## src/rtl/btn_debounce.sv

```systemverilog
// Push-button conditioner: two-flop synchroniser followed by a four-state
// qualification FSM that emits a clean level, edge strobes and a press counter.
module btn_debounce #(
   parameter int DB_CYCLES = 8,
   parameter int CNT_W     = 4
) (
   input  logic       clk,
   input  logic       rst,
   input  logic       btn_in,
   output logic       btn_level,
   output logic       rise_pulse,
   output logic       fall_pulse,
   output logic       bouncing,
   output logic [7:0] press_cnt
);

   localparam int SYNC_STAGES = 2;

   localparam logic [1:0] S_LOW   = 2'd0;
   localparam logic [1:0] S_CHK_H = 2'd1;
   localparam logic [1:0] S_HIGH  = 2'd2;
   localparam logic [1:0] S_CHK_L = 2'd3;

   localparam logic [CNT_W-1:0] CNT_LAST = CNT_W'(DB_CYCLES - 1);
   localparam logic [CNT_W-1:0] CNT_ONE  = CNT_W'(1);

   // sync_reg[0] is the metastability-catching flop; the last stage feeds the FSM
   logic [SYNC_STAGES-1:0] sync_reg;
   logic                   sync2;

   genvar gi;
   generate
      for (gi = 0; gi < SYNC_STAGES; gi++) begin : g_sync
         always_ff @(posedge clk) begin
            if (rst) begin
               sync_reg[gi] <= 1'b0;
            end else if (gi == 0) begin
               sync_reg[gi] <= btn_in;
            end else begin
               sync_reg[gi] <= sync_reg[(gi == 0) ? 0 : gi - 1];
            end
         end
      end
   endgenerate

   assign sync2 = sync_reg[SYNC_STAGES-1];

   logic [1:0]       state_reg, state_next;
   logic [CNT_W-1:0] cnt_reg, cnt_next;
   logic             level_reg, level_next;
   logic             rise_reg, rise_next;
   logic             fall_reg, fall_next;
   logic [7:0]       press_reg, press_next;

   always_comb begin
      state_next = state_reg;
      cnt_next   = cnt_reg;
      level_next = level_reg;
      rise_next  = 1'b0;
      fall_next  = 1'b0;
      press_next = press_reg;
      case (state_reg)
         S_LOW: begin
            if (sync2) begin
               state_next = S_CHK_H;
               cnt_next   = CNT_ONE;
            end
         end
         S_CHK_H: begin
            if (!sync2) begin
               state_next = S_LOW;
               cnt_next   = '0;
            end else if (cnt_reg == CNT_LAST) begin
               state_next = S_HIGH;
               cnt_next   = '0;
               level_next = 1'b1;
               rise_next  = 1'b1;
               press_next = press_reg + 8'd1;
            end else begin
               cnt_next = cnt_reg + CNT_ONE;
            end
         end
         S_HIGH: begin
            if (!sync2) begin
               state_next = S_CHK_L;
               cnt_next   = CNT_ONE;
            end
         end
         S_CHK_L: begin
            if (sync2) begin
               state_next = S_HIGH;
               cnt_next   = '0;
            end else if (cnt_reg == CNT_LAST) begin
               state_next = S_LOW;
               cnt_next   = '0;
               level_next = 1'b0;
               fall_next  = 1'b1;
            end else begin
               cnt_next = cnt_reg + CNT_ONE;
            end
         end
         default: begin
            state_next = S_LOW;
            cnt_next   = '0;
         end
      endcase
   end

   always_ff @(posedge clk) begin
      if (rst) begin
         state_reg <= S_LOW;
         cnt_reg   <= '0;
         level_reg <= 1'b0;
         rise_reg  <= 1'b0;
         fall_reg  <= 1'b0;
         press_reg <= 8'd0;
      end else begin
         state_reg <= state_next;
         cnt_reg   <= cnt_next;
         level_reg <= level_next;
         rise_reg  <= rise_next;
         fall_reg  <= fall_next;
         press_reg <= press_next;
      end
   end

   // Decoded from the state register only, so no input reaches an output combinationally
   assign bouncing   = (state_reg == S_CHK_H) || (state_reg == S_CHK_L);
   assign btn_level  = level_reg;
   assign rise_pulse = rise_reg;
   assign fall_pulse = fall_reg;
   assign press_cnt  = press_reg;

endmodule
```

## config.mk

```make
export PLATFORM = sky130hd
export DESIGN_NAME = btn_debounce
export DESIGN_NICKNAME = d
export VERILOG_FILES = /design/src/rtl/btn_debounce.sv
export SDC_FILE = /design/constraint.sdc
export NUM_CORES = 1
export LEC_CHECK = 0
export BUFFER_PORTS_ARGS = -buffer_cell sky130_fd_sc_hd__buf_2
export CAP_MARGIN = 20
export CORE_MARGIN = 5
export CORE_UTILIZATION = 53
export CTS_CLUSTER_DIAMETER = 40
export CTS_CLUSTER_SIZE = 20
export DETAILED_ROUTE_END_ITERATION = 12
export PLACE_DENSITY = 0.83
export SYNTH_ARGS = -nofsm -noshare
export SYNTH_HDL_FRONTEND = slang
export SYNTH_SLANG_ARGS = --single-unit
```

## constraint.sdc

```tcl
create_clock -name clk -period 1.7 [get_ports clk]
set_input_delay 0.255 -clock clk [delete_from_list [all_inputs] [get_ports clk]]
set_output_delay 0.255 -clock clk [all_outputs]
set_load 0.05 [all_outputs]
```

Yosys cells after proc, flatten, opt, wreduce, memory -nomap -nowiden
Index checks and enable logic that the tools add are counted. W data, S select, Z words.

Register bits: 19. Output and inout bits: 12.

Reductions and logical operators: 9. Equality and inequality tests: 12. Bitwise logic cells: 3. Add/subtract/negate cells: 2. Mux-type cells: 19.

Operators with widths (number): $mux W4 (5); $pmux W4 S4 (1); $mux W2 (6); $ne A2 B2 Y1 const B (6); $add A8 B1 Y8 const B (1); $pmux W2 S4 (1); $ne A3 B3 Y1 const B (2); $reduce_or A3 Y1 (2); $mux W1 (5); $reduce_and A5 Y1 (1); $add A4 B1 Y4 const B (1); $eq A2 B2 Y1 const B (2); $eq A4 B3 Y1 const B (1); $reduce_and A4 Y1 (1); $not A1 Y1 (3); $reduce_and A3 Y1 (1); $eq A2 B1 Y1 const B (1); $logic_not A2 Y1 (1); $pmux W1 S2 (1); $reduce_and A2 Y1 (1); $reduce_bool A2 Y1 (1); $logic_or A1 B1 Y1 (1).

Longest topological paths before layout
Depth after elaboration: 4. Mapped depth: 5. Gate-level depth less buffers: 4.

Least setup slack after synthesis
OpenSTA, ideal clock, no wires.

Path type: register to register. From: reg press_reg[0] (netlist: press_cnt[0]). To: reg press_reg[4] (netlist: press_cnt[4]). Required time: 1.630 ns. Path buffers: 0. Arrival time: 1.614 ns. Library setup time: 0.070 ns. Stages on the path, launching flop included: 5. Path slack: 0.016 ns. Path through: dfxtp_1 > ha_1 > inv_1 > or4_1 > a21oi_1.

Cells in the longest elaborated chain, start to end: 1.

Ends and longest elaborated chain: start: declaration (line 53) `logic [7:0] press_reg, press_next;`; start signal: assignment (line 123) `press_reg <= press_next;`; $add A8 B1 Y8 (line 78) `press_next = press_reg + 8'd1;`.

Every way passes these cells. A chain may end at the register's enable or synchronous reset.

Worst setup path in the final report
From: reg cnt_reg[0]. To: reg press_reg[7] (netlist: press_cnt[7]).

Cells in the longest elaborated chain, start to end: 2.

Ends and longest elaborated chain: start: declaration (line 49) `logic [CNT_W-1:0] cnt_reg, cnt_next;`; start signal: assignment (line 119) `cnt_reg <= cnt_next;`; $eq A4 B3 Y1 (line 73) `end else if (cnt_reg == CNT_LAST) begin`; $reduce_and A3 Y1 (no line).

Every way passes these cells.

==> insert_results.sql <==
INSERT INTO impl_metrics (metric_group, metric, value, unit) VALUES
('critical_path', 'cell_by_cell_trace_of_the_critical_path', 'ha_1 > nand4b_4 > nor4_1 > mux2_1', ''),
('placement', 'pre_cts_slack', '0.112', 'ns'),
('critical_path', 'crit_path_start', 'cnt_reg[0]$_SDFFE_PP0P_', ''),
('route', 'wire_length_reported_by_the_detailed_router', '1710', 'µm'),
('floorplan', 'dieWidth', '51.7', 'µm'),
('sta', 'max_slew_violation_count', '0', ''),
('floorplan', 'std_cell_rows', '15', ''),
('layout', 'post_route_standard_cell_area_excluding_fillers', '1020', 'µm²'),
('clocking', 'cts_hold_buf', '0', ''),
('layout', 'multi_input_comb_area', '480', 'µm²'),
('route', 'drtAntennaViolNets', '0', ''),
('layout', 'insertedDiodeCount', '0', ''),
('critical_path', 'cpMaxStageDelayCell', 'dfxtp_1', ''),
('sta', 'setup_tns_final', '0', 'ns'),
('min_path', 'hold_path.startpoint', 'btn_in', ''),
('yosys', 'yosysWarningCount', '0', ''),
('critical_path', 'worstPathBufferInverterCount', '0', ''),
('sta', 'fin_hold_ws', '0.164', 'ns'),
('global_routing', 'grt_pass1_vias', '650', ''),
('clocking', 'clk_root_buffer_cell', 'clkbuf_4', ''),
('route', 'drt_first_pass_iters', '4', ''),
('power_and_ir_drop', 'combinational_group_share_of_total_power', '6.2', '%'),
('critical_path', 'cp-end-kind', 'register', ''),
('layout', 'final_cell_mix', '19 x dfxtp_1, 14 x buf_2, 8 x a21oi_1', ''),
('route', 'via_count', '776', ''),
('yosys', 'ys_types', '31', ''),
('global_routing', 'grt_max_degree', '22', ''),
('sta', 'timing.max_slew.rel_slack', '73.0', '%'),
('yosys', 'syn-num-nets', '102', ''),
('clocking', 'number_of_buffers_created_by_cts', '3', ''),
('placement', 'dpl-instance-area', '997', 'µm²'),
('sta', 'timing.final.setup_violations', '0', ''),
('critical_path', 'reg2reg_setup_slack', '0.10', 'ns'),
('power_and_ir_drop', 'switching_share', '24.0', '%'),
('power_and_ir_drop', 'post-layout-total-power', '0.730', 'mW'),
('critical_path', 'critical_path.reg2reg.endpoint', 'press_cnt[7]$_SDFFE_PP0P_', ''),
('clocking', 'max-clock-path-buffers', '2', ''),
('floorplan', 'floorplan.core_area', '1690', 'µm²'),
('sta', 'final.setup_skew', '0.00178', 'ns'),
('critical_path', 'critical_path_depth', '4', ''),
('sta', 'max_freq', '627', 'MHz'),
('power_and_ir_drop', 'internal_power', '0.555', 'mW'),
('clocking', 'insertion_delay', '0.30', 'ns'),
('layout', 'post_route_cells_drive_above_1_share', '22.3', '%'),
('clocking', 'clk_transition_reported_paths', '0.10', 'ns'),
('sta', 'post-route-worst-setup-slack', '0.104', 'ns'),
('critical_path', 'critical_path_arrival', '1.80', 'ns'),
('global_routing', 'globalRoute.totalOverflow', '0', ''),
('status', 'result_of_the_run', 'finished, final reports clean', ''),
('global_routing', 'grt_first_pass_wirelength', '2750', 'µm'),
('floorplan', 'die_h', '51.7', 'µm'),
('sta', 'finalCritPeriodShare', '93.9', '%'),
('critical_path', 'crit_end', 'press_cnt[7]$_SDFFE_PP0P_', ''),
('placement', 'hpwl', '1270', 'µm'),
('sta', 'setup_repair_after_global_routing_missed_its_margin', 'false', ''),
('layout', 'ff_latch_area', '380', 'µm²'),
('layout', 'nets', '118', ''),
('critical_path', 'critical_path.startpoint_type', 'register', ''),
('clocking', 'cts_num_sinks', '19', ''),
('clocking', 'cts.repair.resized', '0', ''),
('layout', 'layout_commonest_cell', 'dfxtp_1', ''),
('job', 'drv.max_cap_violation_count', '0', ''),
('yosys', 'syn_area_per_cell', '9.49', 'µm²'),
('route', 'drc', '0', ''),
('sta', 'transition_at_the_pin_with_the_smallest_max_transition_slack', '0.405', 'ns'),
('clocking', 'cts_tree', 'yes', ''),
('yosys', 'netlist_area', '921', 'µm²'),
('yosys', 'flop_and_latch_count_out_of_synthesis', '19', ''),
('critical_path', 'timing.critical_path.slowest_cell_delay', '0.39', 'ns'),
('power_and_ir_drop', 'power.sequential.fraction', '62.5', '%'),
('layout', 'largest_register_ff_count', '8', '');
## cell usage after synthesis, drive strengths merged
library cell,count,area share (%)
and3,1,0.68
a211oi,1,0.82
nand2b,3,2.0
a31oi,3,2.0
or4,5,4.1
nand4,2,1.4
nor3,3,1.6
clkbuf,4,1.6
nand3b,2,1.6
ha,2,2.7
or3,2,1.4
o21ba,1,1.1
buf,3,3.3
nor4,3,2.0
dfxtp,19,41
xnor2,1,3.0
nand4b,3,6.1
nor3b,1,0.82
inv,4,1.6
nor2,3,1.2
nor2b,4,2.7
a21oi,8,4.3
and4b,1,1.1
o21ai,3,1.6
nand2,4,1.6
o31ai,4,3.3
nand3,5,2.7
mux2,1,1.2
xor2,1,0.95
## worst min-delay path by stage
stage	to	slack [ns]	cells past startpoint
after floorplan	sync_reg[0]$_SDFF_PP0_	0.38	1
after global placement	sync2$_SDFF_PP0_	0.42	1
after detailed placement	sync2$_SDFF_PP0_	0.43	1
after CTS	sync_reg[0]$_SDFF_PP0_	0.15	2
after global routing	sync_reg[0]$_SDFF_PP0_	0.17	2
final	sync_reg[0]$_SDFF_PP0_	0.16	2
## power by group through the flow
stage	sequential [mW]	combinational [mW]	clock (mW)
floorplan	0.472	0.0294	0
global placement	0.466	0.0445	0
global route	0.458	0.0489	0.264
finish	0.456	0.0455	0.228
CTS	0.456	0.0460	0.241
detailed placement	0.467	0.0460	0
## area by class of cell
class                           count  share of cell area [%]
Clock buffer                        3                    2.20
Clock inverter                      1                   0.488
Sequential cell                    19                    37.1
Inverter                            4                    1.47
Tap cell                           17                    2.08
Timing Repair Buffer               18                    9.77
Multi-Input combinational cell     67                    46.9
## per-stage QoR
stage | utilization [%] | cells
6_report | 60.7 | 129
5_1_grt | 60.7 | 129
4_1_cts | 60.7 | 129
3_5_place_dp | 59.0 | 125
3_3_place_gp | 59.0 | 125
2_1_floorplan | - | 97
## layer usage
metal | global-route usage, % | vias to the layer above | share of wire, %
met4 | 4.37 | 0 | 1.6
met3 | 5.16 | 5 | 5.5
met1 | 16.1 | 364 | 44
met2 | 22.7 | 17 | 48
li1 | - | 390 | -
met5 | 0 | - | 0
## cell families (layout without fill, tap and decap cells)
| kind of cell | after synthesis | after routing | share of synthesized area (%) |
|---|---|---|---|
| xor+xnor | 2 | 2 | 3.94 |
| compound gates | 20 | 20 | 13.2 |
| simple gates | 42 | 42 | 31.1 |
| mux | 1 | 1 | 1.22 |
| fa+ha+maj | 2 | 2 | 2.72 |
| buf+inv | 11 | 26 | 6.52 |
| flops | 19 | 19 | 41.3 |
(Power assumes the default switching activity.)
